`src/rtl/qbus_pkg.sv`:
```
// Shared widths and state encoding for the QBUS target engine.
package qbus_pkg;

    localparam int IOPAGE_ABITS = 13;
    localparam int DATA_BITS    = 16;
    localparam int CNT_BITS     = 8;

    typedef enum logic [2:0] {
        ST_WAIT_IDLE = 3'd0,
        ST_IDLE      = 3'd1,
        ST_DECODE    = 3'd2,
        ST_ACTIVE    = 3'd3,
        ST_RD_SETUP  = 3'd4,
        ST_RD_RPLY   = 3'd5,
        ST_WR_RPLY   = 3'd6,
        ST_NOREPLY   = 3'd7
    } state_e;

endpackage

```
`src/rtl/qbus_if.sv`:
```
// External QBUS pins (post-transceiver) plus the internal register-block bus.
interface qbus_if;

    logic [qbus_pkg::DATA_BITS-1:0]    qDAL_in;
    logic                              qBS7;
    logic                              qSYNC;
    logic                              qDIN;
    logic                              qDOUT;
    logic                              qWTBT;
    logic [qbus_pkg::DATA_BITS-1:0]    qDAL_out;
    logic                              qDAL_oe;
    logic                              qRPLY;
    logic [qbus_pkg::IOPAGE_ABITS-1:0] iADDR;
    logic                              iBS7;
    logic                              iWRITE;
    logic [qbus_pkg::DATA_BITS-1:0]    iWDATA;
    logic                              iBYTE;
    logic                              iREAD_MATCH;
    logic                              iWRITE_MATCH;
    logic [qbus_pkg::DATA_BITS-1:0]    iRDATA;

    modport slave (
        input  qDAL_in, qBS7, qSYNC, qDIN, qDOUT, qWTBT,
        input  iREAD_MATCH, iWRITE_MATCH, iRDATA,
        output qDAL_out, qDAL_oe, qRPLY,
        output iADDR, iBS7, iWRITE, iWDATA, iBYTE
    );

    modport master (
        output qDAL_in, qBS7, qSYNC, qDIN, qDOUT, qWTBT,
        output iREAD_MATCH, iWRITE_MATCH, iRDATA,
        input  qDAL_out, qDAL_oe, qRPLY,
        input  iADDR, iBS7, iWRITE, iWDATA, iBYTE
    );

endinterface

```
`src/rtl/qbus_sync.sv`:
```
// N-flop strobe synchronizer; edges are taken from the last two stages.
module qbus_sync #(
    parameter int STAGES = 2
) (
    input  logic clk,
    input  logic reset_n,
    input  logic d_i,
    output logic level_o,
    output logic rise_o,
    output logic fall_o
);

    logic [STAGES-1:0] sr_q;

    // Shift the asynchronous strobe through the synchronizer chain.
    always_ff @(posedge clk) begin
        if (!reset_n) begin
            sr_q <= '0;
        end else begin
            sr_q <= {sr_q[STAGES-2:0], d_i};
        end
    end

    assign level_o = sr_q[STAGES-1];
    assign rise_o  = sr_q[STAGES-2] & ~sr_q[STAGES-1];
    assign fall_o  = ~sr_q[STAGES-2] & sr_q[STAGES-1];

endmodule

```
`src/rtl/qbus_target.sv`:
```
// QBUS slave cycle engine: decodes DATI/DATO(B)/DATIO and drives the internal I/O bus.
module qbus_target
    import qbus_pkg::*;
#(
    parameter int SYNC_STAGES = 2,
    parameter int DATA_SETUP  = 2
) (
    input  logic  clk,
    input  logic  reset_n,
    qbus_if.slave bus
);

    logic sync_lvl_s, sync_rise_s, sync_fall_s;
    logic din_lvl_s,  din_rise_s,  din_fall_s;
    logic dout_lvl_s, dout_rise_s, dout_fall_s;
    logic unused_edges_s;

    logic [DATA_BITS-1:0]    dal_q;
    logic                    bs7_q;
    logic                    wtbt_q;
    state_e                  state_q;
    logic [CNT_BITS-1:0]     cnt_q;
    logic [DATA_BITS-1:0]    dal_out_q;
    logic                    dal_oe_q;
    logic                    rply_q;
    logic [IOPAGE_ABITS-1:0] addr_q;
    logic                    ibs7_q;
    logic                    write_q;
    logic [DATA_BITS-1:0]    wdata_q;
    logic                    byte_q;

    qbus_sync #(.STAGES(SYNC_STAGES)) u_sync_sync (
        .clk(clk), .reset_n(reset_n), .d_i(bus.qSYNC),
        .level_o(sync_lvl_s), .rise_o(sync_rise_s), .fall_o(sync_fall_s)
    );
    qbus_sync #(.STAGES(SYNC_STAGES)) u_sync_din (
        .clk(clk), .reset_n(reset_n), .d_i(bus.qDIN),
        .level_o(din_lvl_s), .rise_o(din_rise_s), .fall_o(din_fall_s)
    );
    qbus_sync #(.STAGES(SYNC_STAGES)) u_sync_dout (
        .clk(clk), .reset_n(reset_n), .d_i(bus.qDOUT),
        .level_o(dout_lvl_s), .rise_o(dout_rise_s), .fall_o(dout_fall_s)
    );

    assign unused_edges_s = &{1'b0, sync_fall_s, din_rise_s, din_fall_s, dout_rise_s, dout_fall_s};

    // Address/data lines are sampled every cycle; the synchronized strobes say when they are stable.
    always_ff @(posedge clk) begin
        if (!reset_n) begin
            dal_q  <= '0;
            bs7_q  <= 1'b0;
            wtbt_q <= 1'b0;
        end else begin
            dal_q  <= bus.qDAL_in;
            bs7_q  <= bus.qBS7;
            wtbt_q <= bus.qWTBT;
        end
    end

    // Bus cycle FSM; SYNC negation in any engaged state returns to IDLE with address held.
    always_ff @(posedge clk) begin
        if (!reset_n) begin
            state_q   <= ST_WAIT_IDLE;
            cnt_q     <= '0;
            dal_out_q <= '0;
            dal_oe_q  <= 1'b0;
            rply_q    <= 1'b0;
            addr_q    <= '0;
            ibs7_q    <= 1'b0;
            write_q   <= 1'b0;
            wdata_q   <= '0;
            byte_q    <= 1'b0;
        end else begin
            write_q <= 1'b0;
            if ((state_q != ST_WAIT_IDLE) && (state_q != ST_IDLE) && !sync_lvl_s) begin
                rply_q   <= 1'b0;
                dal_oe_q <= 1'b0;
                ibs7_q   <= 1'b0;
                state_q  <= ST_IDLE;
            end else begin
                case (state_q)
                    // Let the cleared synchronizer refill before trusting SYNC=0.
                    ST_WAIT_IDLE: begin
                        if (cnt_q < CNT_BITS'(SYNC_STAGES)) begin
                            cnt_q <= cnt_q + CNT_BITS'(1);
                        end else if (!sync_lvl_s) begin
                            state_q <= ST_IDLE;
                        end
                    end
                    ST_IDLE: begin
                        if (sync_rise_s) begin
                            addr_q  <= dal_q[IOPAGE_ABITS-1:0];
                            ibs7_q  <= bs7_q;
                            state_q <= ST_DECODE;
                        end
                    end
                    ST_DECODE: begin
                        state_q <= ST_ACTIVE;
                    end
                    ST_ACTIVE: begin
                        if (din_lvl_s) begin
                            if (bus.iREAD_MATCH) begin
                                dal_out_q <= bus.iRDATA;
                                dal_oe_q  <= 1'b1;
                                cnt_q     <= '0;
                                state_q   <= ST_RD_SETUP;
                            end else begin
                                state_q <= ST_NOREPLY;
                            end
                        end else if (dout_lvl_s) begin
                            if (bus.iWRITE_MATCH) begin
                                write_q <= 1'b1;
                                wdata_q <= dal_q;
                                byte_q  <= wtbt_q;
                                rply_q  <= 1'b1;
                                state_q <= ST_WR_RPLY;
                            end else begin
                                state_q <= ST_NOREPLY;
                            end
                        end
                    end
                    ST_RD_SETUP: begin
                        if (cnt_q >= CNT_BITS'(DATA_SETUP - 1)) begin
                            rply_q  <= 1'b1;
                            state_q <= ST_RD_RPLY;
                        end else begin
                            cnt_q <= cnt_q + CNT_BITS'(1);
                        end
                    end
                    ST_RD_RPLY: begin
                        if (!din_lvl_s) begin
                            rply_q   <= 1'b0;
                            dal_oe_q <= 1'b0;
                            state_q  <= ST_ACTIVE;
                        end
                    end
                    ST_WR_RPLY: begin
                        if (!dout_lvl_s) begin
                            rply_q  <= 1'b0;
                            state_q <= ST_ACTIVE;
                        end
                    end
                    ST_NOREPLY: begin
                        state_q <= ST_NOREPLY;
                    end
                    default: begin
                        state_q <= ST_WAIT_IDLE;
                    end
                endcase
            end
        end
    end

    assign bus.qDAL_out = dal_out_q;
    assign bus.qDAL_oe  = dal_oe_q;
    assign bus.qRPLY    = rply_q;
    assign bus.iADDR    = addr_q;
    assign bus.iBS7     = ibs7_q;
    assign bus.iWRITE   = write_q;
    assign bus.iWDATA   = wdata_q;
    assign bus.iBYTE    = byte_q;

endmodule

```
`src/flat_wrapper.sv`:
```
// flat-port wrapper written by rule: the top's interface ports become plain ports
module qbus_target_flat import qbus_pkg::*;
#(
    parameter int SYNC_STAGES = 2,
    parameter int DATA_SETUP  = 2
)
  (clk, reset_n, bus_qDAL_in, bus_qBS7, bus_qSYNC, bus_qDIN, bus_qDOUT, bus_qWTBT, bus_iREAD_MATCH, bus_iWRITE_MATCH, bus_iRDATA, bus_qDAL_out, bus_qDAL_oe, bus_qRPLY, bus_iADDR, bus_iBS7, bus_iWRITE, bus_iWDATA, bus_iBYTE);
  qbus_if bus_i ();
  input  logic clk;
  input  logic reset_n;
  input wire logic [$bits(bus_i.qDAL_in)-1:0] bus_qDAL_in;
  input wire logic [$bits(bus_i.qBS7)-1:0] bus_qBS7;
  input wire logic [$bits(bus_i.qSYNC)-1:0] bus_qSYNC;
  input wire logic [$bits(bus_i.qDIN)-1:0] bus_qDIN;
  input wire logic [$bits(bus_i.qDOUT)-1:0] bus_qDOUT;
  input wire logic [$bits(bus_i.qWTBT)-1:0] bus_qWTBT;
  input wire logic [$bits(bus_i.iREAD_MATCH)-1:0] bus_iREAD_MATCH;
  input wire logic [$bits(bus_i.iWRITE_MATCH)-1:0] bus_iWRITE_MATCH;
  input wire logic [$bits(bus_i.iRDATA)-1:0] bus_iRDATA;
  output wire logic [$bits(bus_i.qDAL_out)-1:0] bus_qDAL_out;
  output wire logic [$bits(bus_i.qDAL_oe)-1:0] bus_qDAL_oe;
  output wire logic [$bits(bus_i.qRPLY)-1:0] bus_qRPLY;
  output wire logic [$bits(bus_i.iADDR)-1:0] bus_iADDR;
  output wire logic [$bits(bus_i.iBS7)-1:0] bus_iBS7;
  output wire logic [$bits(bus_i.iWRITE)-1:0] bus_iWRITE;
  output wire logic [$bits(bus_i.iWDATA)-1:0] bus_iWDATA;
  output wire logic [$bits(bus_i.iBYTE)-1:0] bus_iBYTE;
  assign bus_i.qDAL_in = bus_qDAL_in;
  assign bus_i.qBS7 = bus_qBS7;
  assign bus_i.qSYNC = bus_qSYNC;
  assign bus_i.qDIN = bus_qDIN;
  assign bus_i.qDOUT = bus_qDOUT;
  assign bus_i.qWTBT = bus_qWTBT;
  assign bus_i.iREAD_MATCH = bus_iREAD_MATCH;
  assign bus_i.iWRITE_MATCH = bus_iWRITE_MATCH;
  assign bus_i.iRDATA = bus_iRDATA;
  assign bus_qDAL_out = bus_i.qDAL_out;
  assign bus_qDAL_oe = bus_i.qDAL_oe;
  assign bus_qRPLY = bus_i.qRPLY;
  assign bus_iADDR = bus_i.iADDR;
  assign bus_iBS7 = bus_i.iBS7;
  assign bus_iWRITE = bus_i.iWRITE;
  assign bus_iWDATA = bus_i.iWDATA;
  assign bus_iBYTE = bus_i.iBYTE;
  qbus_target #(.SYNC_STAGES(SYNC_STAGES), .DATA_SETUP(DATA_SETUP)) u_core (.clk(clk), .reset_n(reset_n), .bus(bus_i));
endmodule
```
`config.mk`:
```
export PLATFORM = sky130hd
export DESIGN_NAME = qbus_target_flat
export DESIGN_NICKNAME = d
export VERILOG_FILES = /design/src/rtl/qbus_pkg.sv /design/src/rtl/qbus_if.sv /design/src/rtl/qbus_sync.sv /design/src/rtl/qbus_target.sv /design/src/flat_wrapper.sv
export SDC_FILE = /design/constraint.sdc
export NUM_CORES = 1
export LEC_CHECK = 0
export ABC_CLOCK_PERIOD_IN_PS = 2300
export CAP_MARGIN = 20
export CORE_ASPECT_RATIO = 1.5
export CORE_MARGIN = 5
export CORE_UTILIZATION = 45
export CTS_CLUSTER_SIZE = 12
export DETAILED_ROUTE_END_ITERATION = 10
export PLACE_DENSITY_LB_ADDON = 0.3
export RECOVER_POWER = 25
export REMOVE_ABC_BUFFERS = 1
export SLEW_MARGIN = 20
export SYNTH_ARGS = -nofsm -noshare
export SYNTH_HDL_FRONTEND = slang
export SYNTH_SLANG_ARGS = --single-unit
export TNS_END_PERCENT = 100
```
`constraint.sdc`:
```
create_clock -name clk -period 2.3 [get_ports clk]
set_input_delay 0.46 -clock clk [delete_from_list [all_inputs] [get_ports clk]]
set_output_delay 0.46 -clock clk [all_outputs]
set_load 0.01 [all_outputs]
```
==> results_dict.tcl, run 1 <==
set metrics [dict create \
    cts_buffer_depth 2 \
    tightest_slew_ns 0.774 \
    clock_skew_ns 0.00664 \
    ff2ff_setup_slack_ns 0.53 \
    layout_min_cycle_time_ns 1.77 \
    yosysSeqAreaShare_pct 55.1 \
    ys_seq_elements 85 \
    setup_slack_ns 0.530 \
    cts_buffers 9 \
    hold_path_startpoint "u_core.u_sync_din.sr_q[0]" \
    min_path_type "reg2reg" \
    avgViaCountPerCell 4.92 \
    postLayoutCellArea_sq_um 4220 \
    clk_latency_ns 0.35 \
    grt_pass1_wl_um 10900 \
    gp_congestion 0.813 \
    synth_common_cells "dfxtp_1 (85), nor2_1 (41), nand2_1 (40), mux2i_1 (33), and2_1 (24)" \
    wl_met1_um 2710 \
    drtIter0Drc 136 \
    antennaDiodeCount 0 \
    status "completed" \
    fmax_mhz 565 \
    cp_top_family "simple AND/OR/NAND/NOR gates" \
    vdd_ir_drop_max_mv 0.507 \
    synth_cell_types 40 \
    p_int_mw 2.32 \
    crit_path_start "u_core.state_q[0]" \
    drtAntennaViolNets 0 \
    dp.cells 467 \
    start_kind "flop" \
    cap_violations 0 \
    path_depth 5 \
    worst_path_max_delay_cell "dfxtp_1" \
    timing.hold.ws_ns 0.441 \
    die_w_um 77.6 \
    total_power_mw 3.11 \
    met3_length_um 439 \
    cts_root_buffer "clkbuf_8" \
    io_buffers 90 \
    fillers 572 \
    stdcell_count 482 \
    timing.rr.end "u_core.bus.iWDATA[2]" \
    dr_wl_met2_um 3220 \
    crit_fanout 17 \
    cts_tree "built" \
    syn2layout_area_growth_pct 36.7 \
    cp-end-kind "flop" \
    wl_per_cell_um 13.5 \
    die_y_um 111 \
    cts_setup_buffers 0 \
    die_area_sq_um 8650 \
    vias 2371 \
    path_cells "and4bb_4 > nand3_4 > nor2_8 > mux2i_1 > nor2_1" \
    yosys.area.top_type "dfxtp_1" \
    yosys.area.top_type_share_pct 55.1 \
    routed_wl_um 6490 \
    drive_gt1_share_pct 6.44 \
    ctsHoldBuffers 0 \
    final.setup.tns_ns 0 \
    hold_viol_final 0 \
    synth_edf_count 0 \
    initial_core_util_pct 45.7 \
    r2r_cells 5 \
    netlist_area_sq_um 3090 \
    placed_cell_area_sq_um 4030 \
    slew_viol_final 0 \
    pwr-share-comb_pct 14.4 \
    clock_power_share_pct 33.7 \
    yosys_warnings 0 \
    drc_errors 0 \
    ctsResizeCount 0 \
    ys.flop_type "dfxtp_1" \
    net-switching-power_mw 0.789 \
    p_leak_nw 1.63 \
    dp.final_hpwl_um 4610 \
    grt_start_max_net_pins 42 \
    dr.pass1.iters 4 \
    crit_required_ns 2.54 \
    first_global_vias 2372 \
    std_cell_rows 37 \
    swShare_pct 25.4 \
    synth_async_sr_flop_share_pct 0 \
    final_nets 444 \
    top_layer "met4" \
    seqPwrFrac_pct 51.9 \
    grt_setup_unrepaired "false" \
    p_per_area_nw_per_um2 736 \
    htreeDepth 3 \
    finalCritPeriodShare_pct 76.9 \
    cp-endpoint "u_core.bus.iWDATA[2]" \
    grt-ovfl-total 0 \
    setup_viol 0 \
    antenna_found_initial 0 \
    cts.sinks 85 \
    finalCoreUtilization_pct 62.4 \
    crit_buf_inv 0 \
    critPathMaxStageDelay_ns 0.58 \
    maxSlewHeadroom_pct 48.4 \
    timing.rr.start "u_core.state_q[0]" \
    dp_slack_ns 0.387 \
    synth.most_common_cell "dfxtp_1" \
    synthCells 312 \
    crit_arrival_ns 2.01 \
    synth.area.top_cells "dfxtp_1 (55%), mux2i_1 (11%), nor2_1 (5.0%)" \
    syn_area_per_cell_sq_um 9.90 \
    grtUsageTotal_pct 15.6 \
    ios 91 \
    clk_pin_slew_ns 0.08 \
    core_sq_um 6760 \
    worstSetupPathType "reg2reg" \
]
[sequential cells by signal (all words and copies together), names as in the netlist, 2 cells and up]
signal                   flops
u_core.u_sync_din.sr_q       2
u_core.bus.qDAL_out         16
u_core.state_q               3
u_core.bus.iADDR            13
u_core.u_sync_sync.sr_q      2
u_core.cnt_q                 8
u_core.u_sync_dout.sr_q      2
u_core.bus.iWDATA           16
u_core.dal_q                16
[layout make-up]
class | instances | area [sq um] | share of cell area (%)
Inverter | 5 | 18.8 | 0.445
Clock buffer | 11 | 151 | 3.59
Tap cell | 78 | 97.6 | 2.31
Timing Repair Buffer | 94 | 937 | 22.2
Sequential cell | 85 | 1700 | 40.3
Clock inverter | 4 | 47.5 | 1.13
Multi-Input combinational cell | 205 | 1270 | 30.0
[power groups by stage]
stage	Combinational [mW]	Clock [mW]	Sequential [mW]
floorplan	0.298	0	1.63
global placement	0.448	0	1.65
CTS	0.459	1.08	1.61
detailed placement	0.454	0	1.65
finish	0.448	1.05	1.61
global route	0.506	1.14	1.63
[worst min-delay path by stage]
stage / to / slack, ns / cells after the start
4_1_cts: u_core.u_sync_din.sr_q[1] / 0.44 / 1
2_1_floorplan: u_core.u_sync_din.sr_q[1] / 0.41 / 1
6_report: u_core.u_sync_din.sr_q[1] / 0.44 / 1
3_3_place_gp: u_core.u_sync_din.sr_q[1] / 0.42 / 1
5_1_grt: u_core.bus.qDAL_out[7] / 0.47 / 2
3_5_place_dp: u_core.u_sync_din.sr_q[1] / 0.43 / 1
[per-layer routing]
layer  up-vias  track usage (%)
li1       1208                -
met1      1093             17.5
met2        60             26.0
met3        10             6.31
met4         0             6.31
met5         -                0
[logic make-up after synthesis]
| group | share of synthesized area [%] |
|---|---|
| adders and majority gates | 1.22 |
| muxes | 10.7 |
| AOI/OAI and AO/OA | 7.33 |
| DFF | 55.1 |
| buffers and inverters | 3.81 |
| and+or+nand+nor | 21.3 |
| xor gates and xnor gates | 0.567 |
[worst register-to-register path, stage by stage (launching register included)]
cell and delay, ns:
dfxtp_1 0.58, and4bb_4 0.33, nand3_4 0.11, nor2_8 0.33, mux2i_1 0.25, nor2_1 0.06
[layout by cell type, fill, tap and decap left out, types with 2 or more instances in the layout]
| master | n |
|---|---|
| clkdlybuf4s50_1 | 89 |
| dfxtp_1 | 85 |
| nor2_1 | 42 |
| nand2_1 | 40 |
| mux2i_1 | 33 |
| a21oi_1 | 20 |
| and2_0 | 14 |
| clkbuf_8 | 11 |
| and2_1 | 10 |
| inv_1 | 5 |
| o21ai_0 | 5 |
| and3_1 | 5 |
| nand3_1 | 4 |
| and3b_1 | 3 |
| ha_1 | 3 |
| a211oi_1 | 2 |
| nor3_1 | 2 |
| a31oi_1 | 2 |
| clkinv_2 | 2 |
(Power assumes the default switching activity.)
==> run 2, diff against run 1 <==
Settings changed: ABC_CLOCK_PERIOD_IN_PS 2300 to 1800.
Clock period 2.3 ns to 1.8 ns, I/O delays scaled along.
==> results_dict.tcl, run 2 (synthesized netlist as in run 1, its figures left out) <==
set metrics [dict create \
    status "completed" \
    total_power_mw 3.92 \
    vias 2418 \
    clk_latency_ns 0.35 \
    mostFrequentLayoutCells "clkdlybuf4s50_1 (89), dfxtp_1 (83), nor2_1 (41), nand2_1 (40), mux2i_1 (33)" \
    p_leak_nw 1.67 \
    layout_commonest_cell "clkdlybuf4s50_1" \
    cts.sinks 85 \
    p_per_area_nw_per_um2 915 \
    initial_core_util_pct 45.7 \
    dr.pass1.iters 4 \
    wl_per_cell_um 13.9 \
    top_layer "met4" \
    gp_congestion 0.815 \
    clock_skew_ns 0.00780 \
    slew_viol_final 0 \
    die_area_sq_um 8650 \
    worstSetupPathType "reg2reg" \
    setup_slack_ns 0.0765 \
    ios 91 \
    core_sq_um 6760 \
    seqPwrFrac_pct 52.4 \
    first_global_vias 2419 \
    timing.hold.ws_ns 0.436 \
    cts_root_buffer "clkbuf_8" \
    start_kind "flop" \
    antennaDiodeCount 0 \
    timing.rr.start "u_core.cnt_q[1]" \
    net-switching-power_mw 1.02 \
    finalCritPeriodShare_pct 95.7 \
    drive_gt1_share_pct 8.70 \
    finalCoreUtilization_pct 63.4 \
    final.setup.tns_ns 0 \
    clk_pin_slew_ns 0.07 \
    routed_wl_um 6820 \
    cp-end-kind "flop" \
    swShare_pct 26.1 \
    drtAntennaViolNets 0 \
    antenna_found_initial 0 \
    drtIter0Drc 160 \
    grt_pass1_wl_um 11300 \
    cts_buffers 9 \
    clock_power_share_pct 29.9 \
    tightest_slew_ns 0.732 \
    std_cell_rows 37 \
    dp.cells 476 \
    placed_cell_area_sq_um 4120 \
    crit_arrival_ns 2.02 \
    vdd_ir_drop_max_mv 0.611 \
    io_buffers 90 \
    ctsHoldBuffers 0 \
    layout_min_cycle_time_ns 1.72 \
    wl_met1_um 2770 \
    final_nets 455 \
    crit_required_ns 2.09 \
    p_int_mw 2.90 \
    maxSlewHeadroom_pct 51.2 \
    grtUsageTotal_pct 16.3 \
    grt-ovfl-total 0 \
    cts_tree "built" \
    hold_path_startpoint "u_core.u_sync_dout.sr_q[0]" \
    setup_viol 0 \
    postLayoutCellArea_sq_um 4280 \
    avgViaCountPerCell 4.91 \
    crit_fanout 4 \
    cts_buffer_depth 2 \
    die_y_um 111 \
    drc_errors 0 \
    fillers 566 \
    grt_start_max_net_pins 42 \
    min_path_type "reg2reg" \
    cap_violations 0 \
    dp.final_hpwl_um 4890 \
    dr_wl_met2_um 3510 \
    fmax_mhz 580 \
    die_w_um 77.6 \
    syn2layout_area_growth_pct 38.7 \
    met3_length_um 404 \
    htreeDepth 3 \
    stdcell_count 492 \
    dp_slack_ns 0.0353 \
    crit_path_start "u_core.cnt_q[1]" \
    pwr-share-comb_pct 17.7 \
    hold_viol_final 0 \
]
## run 2: cell types whose count changed in the layout (fill, tap and decap cells not counted), sizes merged
cell	previous run	this run
clkinv	2	0
buf	2	12
clkbuf	13	16
bufinv	1	0
## run 2: timing repair
item                       in CTS  in global routing
setup endpoints to repair       0                  2
resized for setup               0                  2
setup buffers                   0                  2
## run 2: routing by layer
metal / vias up / GRT usage [%]
met3: 12 / 4.61
met1: 1113 / 17.4
met4: 0 / 8.37
li1: 1230 / -
met2: 63 / 28.4
met5: - / 0
## run 2: power groups by stage
stage / clock [mW] / combinational [mW] / sequential, mW
2_1_floorplan: 0 / 0.380 / 2.09
3_3_place_gp: 0 / 0.610 / 2.09
3_5_place_dp: 0 / 0.634 / 2.09
4_1_cts: 1.21 / 0.635 / 2.05
5_1_grt: 1.30 / 0.769 / 2.07
6_report: 1.17 / 0.696 / 2.05
## run 2: path summary, 6_finish.rpt
check                                             endpoint  depth (start not counted)  slack [ns]
worst max-delay path                       u_core.cnt_q[4]                          8        0.08
worst min-delay path            u_core.u_sync_dout.sr_q[1]                          1        0.44
worst max register to register             u_core.cnt_q[4]                          8        0.08
worst min register to register  u_core.u_sync_dout.sr_q[1]                          1        0.44
## run 2: final cells by class
class / instances / area [sq um] / share of cell area, %
Clock inverter: 1 / 7.51 / 0.175
Multi-Input combinational cell: 205 / 1270 / 29.6
Sequential cell: 85 / 1700 / 39.8
Timing Repair Buffer: 105 / 1030 / 24.0
Tap cell: 78 / 97.6 / 2.28
Inverter: 5 / 18.8 / 0.438
Clock buffer: 13 / 159 / 3.71
## run 2: worst max-delay path, stage by stage (launching register included)
cell	delay [ns]
dfxtp_2	0.37
inv_1	0.09
ha_1	0.18
and3b_1	0.23
o211ai_1	0.12
a22oi_2	0.30
buf_4	0.17
a41oi_1	0.11
nor2_1	0.09
==> run 3, diff against run 2 <==
Settings changed: PLACE_DENSITY from default to 0.77, PLACE_DENSITY_LB_ADDON 0.3 to default.
==> results_dict.tcl, run 3 (synthesized netlist as in run 1, its figures left out) <==
set metrics [dict create \
    layout_min_cycle_time_ns 1.67 \
    vdd_ir_drop_max_mv 0.593 \
    vias 2447 \
    cts.sinks 85 \
    min_path_type "reg2reg" \
    std_cell_rows 37 \
    setup_viol 0 \
    drive_gt1_share_pct 7.56 \
    die_area_sq_um 8650 \
    p_int_mw 2.99 \
    grtUsageTotal_pct 16.5 \
    cp-end-kind "flop" \
    dp_slack_ns 0.0585 \
    core_sq_um 6760 \
    wl_per_cell_um 14.1 \
    avgViaCountPerCell 5.01 \
    layout_commonest_cell "clkdlybuf4s50_1" \
    first_global_vias 2466 \
    antenna_found_initial 0 \
    seqCellArea_sq_um 1700 \
    worstSetupPathType "reg2reg" \
    timing.rr.start "u_core.cnt_q[1]" \
    p_leak_nw 1.66 \
    grt-ovfl-total 0 \
    net-switching-power_mw 1.00 \
    status "completed" \
    final_nets 450 \
    setup_slack_ns 0.132 \
    clk_pin_slew_ns 0.08 \
    routed_wl_um 6880 \
    r2r_cells 7 \
    start_kind "flop" \
    crit_arrival_ns 1.92 \
    cts_tree "built" \
    grt_start_max_net_pins 43 \
    whs_path_depth 1 \
    p_per_area_nw_per_um2 932 \
    dr.pass1.iters 5 \
    crit_fanout 5 \
    finalCoreUtilization_pct 63.5 \
    multi_input_area_sq_um 1270 \
    mostFrequentLayoutCells "clkdlybuf4s50_1 (89), dfxtp_1 (84), nor2_1 (41), nand2_1 (40), mux2i_1 (33)" \
    cts_buffers 9 \
    tightest_slew_ns 0.758 \
    ff2ff_setup_slack_ns 0.13 \
    fmax_mhz 600 \
    hold_viol_final 0 \
    syn2layout_area_growth_pct 38.9 \
    finalCritPeriodShare_pct 92.6 \
    pwr-share-comb_pct 15.5 \
    cts_buffer_depth 2 \
    gp_congestion 0.801 \
    initial_core_util_pct 45.7 \
    cap_violations 0 \
    die_w_um 77.6 \
    timing.rr.end "u_core.cnt_q[1]" \
    maxSlewHeadroom_pct 49.4 \
    io_buffers 90 \
    htreeDepth 3 \
    crit_required_ns 2.05 \
    seqPwrFrac_pct 51.4 \
    grt_pass1_wl_um 11400 \
    cts_root_buffer "clkbuf_8" \
    slew_viol_final 0 \
    clk_latency_ns 0.35 \
    drtIter0Drc 95 \
    drc_errors 0 \
    holdPathEnd "u_core.u_sync_din.sr_q[1]" \
    hold_path_startpoint "u_core.u_sync_din.sr_q[0]" \
    drtAntennaViolNets 0 \
    swShare_pct 25.1 \
    die_y_um 111 \
    grt_setup_unrepaired "false" \
    clock_skew_ns 0.00747 \
    ios 91 \
    antennaDiodeCount 0 \
    fillers 581 \
    dp.final_hpwl_um 5050 \
    clock_power_share_pct 33.1 \
]
## run 3: cell types whose count changed in the layout (fill, tap and decap cells not counted), sizes merged
cell | before | now
buf | 12 | 9
clkinvlp | 1 | 0
bufinv | 0 | 1
clkbuf | 16 | 15
## run 3: critical path: stages (launching register included)
cell and delay [ns]:
dfxtp_2 0.37, inv_1 0.08, ha_1 0.17, and3b_1 0.22, o211ai_1 0.11, a22oi_2 0.33
mux2i_1 0.23, nor2_1 0.05
## run 3: how the worst max path moves through the flow
stage / startpoint / endpoint / slack [ns] / cells past startpoint
floorplan: u_core.state_q[0] / u_core.cnt_q[1] / -0.13 / 5
global placement: bus_iWRITE_MATCH / u_core.bus.iWDATA[4] / 0.12 / 6
detailed placement: u_core.cnt_q[1] / u_core.cnt_q[1] / 0.06 / 7
CTS: u_core.cnt_q[1] / u_core.cnt_q[1] / 0.05 / 7
global route: u_core.cnt_q[0] / u_core.cnt_q[4] / 0.04 / 7
finish: u_core.cnt_q[1] / u_core.cnt_q[1] / 0.13 / 7
## run 3: through the flow
step	hold slack (ns)	setup TNS [ns]	instances	cell area, sq um	total power [mW]
final	0.447	0	488	4290	4.00
after global routing	0.472	0	488	4290	4.20
after global placement	0.418	0	473	4100	2.70
after detailed placement	0.426	0	473	4100	2.72
after CTS	0.445	0	488	4290	4.04
after floorplan	0.412	-0.260	295	2990	2.47
## run 3: layer usage
metal / GRT usage, % / share of wire (%) / up-vias
met2: 27.1 / 51 / 73
met5: 0 / 0 / -
met3: 5.66 / 6.0 / 15
met1: 18.5 / 40 / 1132
met4: 8.83 / 3.0 / 0
li1: - / - / 1227
## run 3: timing repair
action,in CTS,in global routing
gates resized for setup,0,1
hold buffers,0,0
buffers inserted,0,0
endpoints found under the setup margin,0,2
## run 3: cell type report
| class | instances | area share, % |
|---|---|---|
| sequential | 85 | 39.7 |
| multi-input combinational | 205 | 29.6 |
| clock buffer | 14 | 3.79 |
| clock inverter | 1 | 0.700 |
| inverter | 5 | 0.437 |
| tap | 78 | 2.27 |
| timing repair buffer | 100 | 23.5 |
## run 3: power by group through the flow
stage          logic [mW]  clock network (mW)  registers (mW)
5_1_grt             0.683                1.46            2.06
4_1_cts             0.628                1.36            2.05
3_3_place_gp        0.614                   0            2.09
3_5_place_dp        0.625                   0            2.09
2_1_floorplan       0.380                   0            2.09
6_report            0.621                1.32            2.05
